$ cat config.mk
export PLATFORM = sky130hd
export DESIGN_NAME = uart_tx_feeder
export DESIGN_NICKNAME = d
export VERILOG_FILES = /design/src/rtl/uart_pkg.sv /design/src/rtl/uart_sync_fifo.sv /design/src/rtl/uart_tx_feeder.sv
export SDC_FILE = /design/constraint.sdc
export NUM_CORES = 1
export LEC_CHECK = 0
export ABC_AREA = 1
export CAP_MARGIN = 20
export CORE_ASPECT_RATIO = 0.7
export CORE_UTILIZATION = 40
export DETAILED_ROUTE_END_ITERATION = 16
export GPL_TIMING_DRIVEN = 0
export MAX_ROUTING_LAYER = met4
export PLACE_DENSITY_LB_ADDON = 0.25
export REMOVE_ABC_BUFFERS = 1
export SLEW_MARGIN = 20
export SYNTH_ARGS = -nofsm -noshare
export SYNTH_HDL_FRONTEND = slang
export SYNTH_HIERARCHICAL = 1
export SYNTH_SLANG_ARGS = --single-unit
$ cat constraint.sdc
create_clock -name clk -period 6.9 [get_ports clk]
set_input_delay 1.035 -clock clk [delete_from_list [all_inputs] [get_ports clk]]
set_output_delay 1.035 -clock clk [all_outputs]
set_load 0.1 [all_outputs]
$ cat src/rtl/uart_pkg.sv
// Shared UART definitions: data width and feeder FSM state codes.
// Used by the transmit feeder and the UART core.
package uart_pkg;

  localparam int UART_DATA_W = 8;

  localparam logic [1:0] S_IDLE = 2'd0;
  localparam logic [1:0] S_ARM  = 2'd1;
  localparam logic [1:0] S_WAIT = 2'd2;

endpackage

$ cat src/rtl/uart_sync_fifo.sv
// Register-array synchronous FIFO with push/pop/flush,
// level-derived full/empty and a sticky overflow flag.
module uart_sync_fifo
  import uart_pkg::*;
#(
  parameter int DEPTH  = 16,
  parameter int ADDR_W = 4,
  parameter int DATA_W = UART_DATA_W
) (
  input  logic              clk,
  input  logic              rst,
  input  logic              flush,
  input  logic              push,
  input  logic              pop,
  input  logic [DATA_W-1:0] wr_data,
  output logic [DATA_W-1:0] rd_data,
  output logic              full,
  output logic              empty,
  output logic [ADDR_W:0]   level,
  output logic              overflow
);

  logic [DATA_W-1:0] mem [DEPTH];
  logic [ADDR_W-1:0] wr_ptr;
  logic [ADDR_W-1:0] rd_ptr;
  logic [ADDR_W:0]   cnt;
  logic              do_push;
  logic              do_pop;

  assign full  = (cnt == (ADDR_W+1)'(DEPTH));
  assign empty = (cnt == '0);
  assign level = cnt;

  assign rd_data = mem[rd_ptr];

  // A pop frees a slot in the same edge, so a full FIFO may still accept.
  assign do_pop  = pop && !empty && !flush;
  assign do_push = push && !flush && (!full || do_pop);

  always_ff @(posedge clk or posedge rst) begin
    if (rst) begin
      wr_ptr   <= '0;
      rd_ptr   <= '0;
      cnt      <= '0;
      overflow <= 1'b0;
    end else if (flush) begin
      wr_ptr   <= '0;
      rd_ptr   <= '0;
      cnt      <= '0;
      overflow <= 1'b0;
    end else begin
      if (do_push)
        wr_ptr <= wr_ptr + 1'b1;
      if (do_pop)
        rd_ptr <= rd_ptr + 1'b1;
      unique case (1'b1)
        do_push && !do_pop: cnt <= cnt + 1'b1;
        !do_push && do_pop: cnt <= cnt - 1'b1;
        default:            cnt <= cnt;
      endcase
      if (push && !do_push)
        overflow <= 1'b1;
    end
  end

  always_ff @(posedge clk) begin
    if (do_push)
      mem[wr_ptr] <= wr_data;
  end

endmodule

$ cat src/rtl/uart_tx_feeder.sv
// Transmit buffer feeding the UART core one byte per frame,
// paced by tx_busy, with back-to-back frames from a FIFO.
module uart_tx_feeder
  import uart_pkg::*;
#(
  parameter int DEPTH  = 16,
  parameter int ADDR_W = 4
) (
  input  logic                   clk,
  input  logic                   rst,
  input  logic [UART_DATA_W-1:0] wr_data,
  input  logic                   wr_en,
  input  logic                   flush,
  output logic                   full,
  output logic                   empty,
  output logic [ADDR_W:0]        level,
  output logic                   overflow,
  output logic [UART_DATA_W-1:0] tx_data,
  output logic                   tx_start,
  input  logic                   tx_busy
);

  logic [1:0]             state;
  logic [1:0]             state_nxt;
  logic                   pop;
  logic [UART_DATA_W-1:0] head;

  uart_sync_fifo #(
    .DEPTH  (DEPTH),
    .ADDR_W (ADDR_W),
    .DATA_W (UART_DATA_W)
  ) u_fifo (
    .clk      (clk),
    .rst      (rst),
    .flush    (flush),
    .push     (wr_en),
    .pop      (pop),
    .wr_data  (wr_data),
    .rd_data  (head),
    .full     (full),
    .empty    (empty),
    .level    (level),
    .overflow (overflow)
  );

  always_ff @(posedge clk or posedge rst) begin
    if (rst)
      state <= S_IDLE;
    else
      state <= state_nxt;
  end

  always_comb begin
    state_nxt = state;
    unique case (state)
      S_IDLE: if (pop) state_nxt = S_ARM;
      S_ARM:  if (tx_busy) state_nxt = S_WAIT;
      S_WAIT: if (!tx_busy) state_nxt = S_IDLE;
      default: state_nxt = S_IDLE;
    endcase
  end

  // A flushed FIFO must not launch its stale head.
  always_comb begin
    pop = (state == S_IDLE) && !empty && !tx_busy && !flush;
  end

  always_ff @(posedge clk or posedge rst) begin
    if (rst) begin
      tx_start <= 1'b0;
      tx_data  <= '0;
    end else begin
      tx_start <= pop;
      if (pop)
        tx_data <= head;
    end
  end

endmodule

==> impl_metrics.toml, run 1 <==
[job]
cap_violations = 0

[floorplanning]
row_count = 38
start_util_pct = 41.55
die_h_um = 108.8
die_area_um2 = 16820
die_x_um = 154.6
io_pins = 30
core_um2 = 15690

[route]
vias = 4189
first_pass_iters = 6
finalWirelength_um = 14130
vias_per_cell = 5.303
drt_iter0_markers = 319
drc = 0
ant_nets = 0
wire_per_inst_um = 17.89

[worst_setup_path]
path_buf_inv = 4
cp_max_fo = 10
worstPathCellList = "clkdlybuf4s50_1 -> clkinv_1 -> nand3_4 -> inv_1 -> nand3_2 -> nand2_1 -> nand2_2 -> inv_2 -> nand2_1 -> nor2_1"
worst-path-stages = 10
rr_worst_depth = 12
required_ns = 6.94
cp_slowest_cell = "nor2_1"
cp_slowest_stage_delay_ns = 0.80
cp.arrival_ns = 3.71
worstSetupStartpointType = "primary input"
crit_type = "primary input to flop"
end_kind = "flop"
cp_common_cell = "nand2_1"
path_delay_family = "simple AND/OR/NAND/NOR gates"

[grt]
grt.overflow.total = 0
track_usage_pct = 18.84
grtUsageMet3_pct = 3.339
antenna_found_initial = 0
grt_pass1_vias = 3955
top_usage_layer = "met2"
grtUsageMet2_pct = 26.96
grt_start_max_net_pins = 70
grt_pass1_wl_um = 22430
groute.layer.met1.usage_pct = 26.87

[cts]
cts_buffers = 17
cts_tree = "yes"
cts_setup_buffers = 0
cts_max_level = 4
clkTransAtPathRegs_ns = 0.06
cts_sinks = 153
hold_buffers = 0
clkLatencyLatePin_ns = 0.43
cts_root_buf = "clkbuf_16"
max-clock-path-buffers = 2
cts_resized = 0

[final_layout]
drive_gt1_share_pct = 10.34
fillCellCount = 1383
syn_to_final_growth_pct = 15.12
nNetsFinal = 599
diodes = 0

[synthesis]
yosys_warnings = 6
synth_seq_area_share_pct = 68.56
synth_cell_types = 32
syn_area_um2 = 6519
synth_ff_type = "edfxtp_1"
postSynthAreaPerCell_um2 = 11.77
ys_async_sr_fraction_pct = 16.34
synth_edf_count = 128
yosys_register_bits = 153
synthCells = 554

[timing]
tightest_slew_ns = 1.026
final-hold-violation-count = 0
report.final.slew_viol_count = 0
rsz0062_at_grt = "no"
setup_viol = 0
period_needed_ns = 3.672
final.setup_skew_ns = 0.008991
slew_headroom_pct = 31.34
fmax_mhz = 272.4
setup_tns_ns = 0
setup_slack_ns = 3.228
post-route-period-util_pct = 53.21

[power]
p_int_w = 0.001629
sequentialPowerShare_pct = 44.6
power.density_nw_per_um2 = 322.4
switchingPower_w = 0.0007906
cellLeakagePower_nw = 2.605
power.ir.vdd_worst_v = 0.0001648
clkPwrFrac_pct = 36.6
pwr-share-comb_pct = 18.8
swShare_pct = 32.67

[min_path]
holdPathStages = 2
hp-class = "flop to flop"

[status]
status = "complete, no violations"

[placed_design]
io_buffers = 29
pre_cts_slack_ns = 2.764
gp_congestion = 0.7670
place_hpwl_um = 8682
-- layout make-up --
class,count,area (µm²),share of cell area [%]
timing repair buffer,30,310.3,4.135
inverter,26,102.6,1.367
multi-input combinational,349,1798,23.96
clock inverter,14,130.1,1.734
sequential,153,4474,59.62
clock buffer,18,439.2,5.852
tap,200,250.2,3.334
-- worst register-to-register path, delay by kind of cell (launching register included) --
| family | cells | cell delay [ns] |
|---|---|---|
| simple gates | 8 | 1.85 |
| buf+inv | 4 | 0.53 |
| flops | 1 | 0.42 |
-- metrics by stage --
step	power [W]	instance area (µm²)	utilization (%)	std cells	hold WS, ns
after floorplan	0.001425	6370	-	528	0.4873
after global placement	0.001548	6910	44.04	757	0.4583
after detailed placement	0.001555	6935	44.20	758	0.4652
after CTS	0.002437	7505	47.83	790	0.4791
after global routing	0.002512	7505	47.83	790	0.4905
final	0.002420	7505	47.83	790	0.4757
-- per-layer routing --
layer	part of all wire (%)	vias to the layer above
met1	51	2040
met4	1.6	0
met3	4.7	18
li1	-	2019
met5	0	-
met2	43	112
-- synthesized netlist by cell type, types with 2 or more instances --
| master | instances | area [µm²] |
|---|---|---|
| edfxtp_1 | 128 | 3844 |
| nor2_1 | 117 | 439.2 |
| nand2_1 | 52 | 195.2 |
| o21ai_0 | 49 | 245.2 |
| o21ai_1 | 37 | 185.2 |
| o211ai_1 | 27 | 202.7 |
| dfrtp_1 | 25 | 625.6 |
| nand3_1 | 18 | 90.09 |
| inv_1 | 17 | 63.81 |
| buf_2 | 14 | 70.07 |
| nand4_1 | 10 | 62.56 |
| ha_1 | 8 | 100.1 |
| clkbuf_1 | 7 | 26.28 |
| inv_2 | 6 | 22.52 |
| a21oi_1 | 5 | 25.02 |
| nor2_2 | 5 | 31.28 |
| o211ai_2 | 5 | 62.56 |
| buf_6 | 4 | 45.04 |
| nand3_2 | 3 | 30.03 |
| clkinv_1 | 2 | 7.510 |
| nand2_2 | 2 | 12.51 |
| nor2_4 | 2 | 22.52 |
| xor2_1 | 2 | 17.52 |
-- placed cells by master, fill, tap and decap left out, drive strengths merged --
master | Yosys | layout
a21oi | 5 | 5
and2 | 1 | 1
buf | 19 | 1
clkbuf | 7 | 18
clkdlybuf4s50 | 0 | 29
clkinv | 2 | 8
dfrtp | 25 | 25
edfxtp | 128 | 128
fa | 1 | 1
ha | 8 | 8
inv | 24 | 32
nand2 | 54 | 54
nand3 | 22 | 22
nand4 | 11 | 11
nor2 | 124 | 124
nor3 | 1 | 1
nor3b | 1 | 1
o211ai | 32 | 32
o21a | 1 | 1
o21ai | 86 | 86
xor2 | 2 | 2
-- power groups by stage --
| stage | sequential, W | clock, W | combinational (W) |
|---|---|---|---|
| final | 0.00108 | 0.000886 | 0.000455 |
| after global routing | 0.00109 | 0.000943 | 0.000484 |
| after CTS | 0.00108 | 0.000900 | 0.000458 |
| after detailed placement | 0.00110 | 0 | 0.000456 |
| after global placement | 0.00110 | 0 | 0.000451 |
| after floorplan | 0.00128 | 0 | 0.000141 |
-- registers in the layout, summed over array words and instances (netlist names) --
name             count
u_fifo/mem         128
tx_data              8
u_fifo/level         5
u_fifo/rd_ptr        4
u_fifo/overflow      1
tx_start             1
u_fifo/wr_ptr        4
state                2
-- path summary, 6_finish.rpt --
| check | startpoint | endpoint | slack, ns |
|---|---|---|---|
| max | flush | u_fifo/mem[1][0] | 3.23 |
| max in group asynchronous | rst | u_fifo/rd_ptr[0] | 5.46 |
| max reg2reg | u_fifo/level[4] | u_fifo/mem[1][0] | 3.73 |
| min reg2reg | tx_data[5] | tx_data[5] | 0.48 |
| min | tx_data[5] | tx_data[5] | 0.48 |
| min in group asynchronous | rst | state[0] | 0.94 |
-- cell families after synthesis --
kind of cell               synth area share (%)
DFF                                       68.56
buffers and inverters                     3.858
adders and majority gates                 1.843
and+or+nand+nor                           14.30
AOI/OAI and AO/OA                         11.17
xor gates and xnor gates                 0.2688
Note: power is estimated with default switching activity, not from simulation.
==> inputs of run 2 (changes only) <==
clock period = 3.1 ns   (was 6.9 ns; I/O delays follow)
==> impl_metrics.toml, run 2 (synthesized netlist as in run 1, its figures left out) <==
[status]
status = "complete, no violations"

[cts]
cts_root_buf = "clkbuf_16"
cts_max_level = 4
cts_tree = "yes"
max-clock-path-buffers = 2
cts_sinks = 153
clkLatencyLatePin_ns = 0.42
clkTransAtPathRegs_ns = 0.07
cts_setup_buffers = 0
cts_buffers = 17
hold_buffers = 0

[worst_setup_path]
worstPathCellList = "inv_1 -> nand3_2 -> inv_2 -> nor2_4 -> nand3_4 -> clkinvlp_4 -> nand3_2 -> nand2_1 -> nand2_2 -> inv_2 -> nand2_1 -> nor2_1"
path_delay_family = "simple AND/OR/NAND/NOR gates"
crit_type = "flop to flop"
worst-path-stages = 12
required_ns = 3.15
cp_max_fo = 10
cp_slowest_cell = "nor2_1"
cp_slowest_stage_delay_ns = 0.67
worstSetupStartpointType = "flop"
rr_worst_depth = 12
end_kind = "flop"
path_buf_inv = 4
cp.arrival_ns = 3.04

[grt]
grt_start_max_net_pins = 70
track_usage_pct = 18.83
grt_pass1_wl_um = 22400
grt_pass1_vias = 3957
antenna_found_initial = 0
grt.overflow.total = 0

[route]
finalWirelength_um = 14060
drc = 0
drt_iter0_markers = 377
ant_nets = 0
vias_per_cell = 5.319
vias = 4202
first_pass_iters = 7
wire_per_inst_um = 17.80

[floorplanning]
row_count = 38
io_pins = 30
die_x_um = 154.6
core_um2 = 15690
die_area_um2 = 16820
start_util_pct = 41.55
die_h_um = 108.8

[final_layout]
diodes = 0
drive_gt1_share_pct = 13.22
final_common_cell = "edfxtp_1"
fin_cells = 790
nNetsFinal = 599
layout_common_cells = "128 x edfxtp_1, 103 x nor2_1, 52 x nand2_1, 49 x o21ai_0, 37 x o21ai_1"
regMostFlops = "u_fifo/mem"
largest_reg_flops = 128
fillCellCount = 1372
syn_to_final_growth_pct = 16.26

[timing]
rsz0062_at_grt = "yes"
period_needed_ns = 2.995
holdWs_ns = 0.3691
report.final.slew_viol_count = 0
slew_headroom_pct = 33.78
setup_tns_ns = 0
final-hold-violation-count = 0
final.setup_skew_ns = 0.009060
setup_slack_ns = 0.1052
setup_viol = 0
tightest_slew_ns = 0.9902
fmax_mhz = 333.9
post-route-period-util_pct = 96.61

[job]
cap_violations = 0

[placed_design]
gp_congestion = 0.7670
place_hpwl_um = 8682
io_buffers = 29
pre_cts_slack_ns = -0.4658
numPlacedInstances = 758

[power]
cellLeakagePower_nw = 2.601
power.ir.vdd_worst_v = 0.0003658
power.density_nw_per_um2 = 710.6

[min_path]
hp-class = "primary input to async pin"
[run 2: cell count changes in the layout (fill, tap and decap cells not counted)]
cell	change
nand4_2	-1
nor2_4	+4
clkinvlp_4	+2
nand4_4	+1
clkinv_1	-1
clkdlybuf4s50_1	-1
inv_1	-2
inv_2	+1
nor2_2	+10
nor2_1	-14
dlymetal6s2s_1	+1
[run 2: area by class of cell]
cell class                      count  area, µm²  area share (%)
Sequential cell                   153       4474           59.04
Multi-Input combinational cell    349       1862           24.57
Clock buffer                       18      439.2           5.795
Timing Repair Buffer               30      312.8           4.127
Tap cell                          200      250.2           3.302
Clock inverter                     14      130.1           1.717
Inverter                           26      110.1           1.453
[run 2: metrics by stage]
stage               total power (W)  utilization, %  area, µm²
floorplan                  0.003172               -       6370
global placement           0.003446           44.04       6910
detailed placement         0.003461           44.20       6935
CTS                        0.005426           47.91       7517
global route               0.005601           48.30       7579
finish                     0.005385           48.30       7579
[run 2: worst paths after layout]
| path | to | start | slack [ns] |
|---|---|---|---|
| setup / recovery | u_fifo/mem[10][1] | u_fifo/level[4] | 0.11 |
| hold / removal | state[0] | rst | 0.37 |
| setup reg to reg | u_fifo/mem[10][1] | u_fifo/level[4] | 0.11 |
| hold reg to reg | tx_data[5] | tx_data[5] | 0.48 |
| max in group asynchronous | u_fifo/rd_ptr[0] | rst | 2.24 |
| min in group clk | tx_data[5] | tx_data[5] | 0.48 |
[run 2: timing repair]
| item | in CTS | in global routing |
|---|---|---|
| endpoints found under the hold margin | 0 | 0 |
| setup endpoints to repair | 19 | 114 |
| gates resized for setup | 5 | 18 |
[run 2: power breakdown]
group,internal [W],switching (W),leakage (nW)
registers,0.00232,0.0000841,1.48
clock network,0.00108,0.000885,0.282
logic,0.000233,0.000788,0.838
total,0.00363,0.00176,2.60
[run 2: routing by layer]
metal	track usage (%)	vias up	part of all wire (%)
met5	-	-	0
li1	-	2021	-
met4	7.001	0	1.5
met1	26.95	2032	49
met3	3.339	18	5.6
met2	26.83	131	43
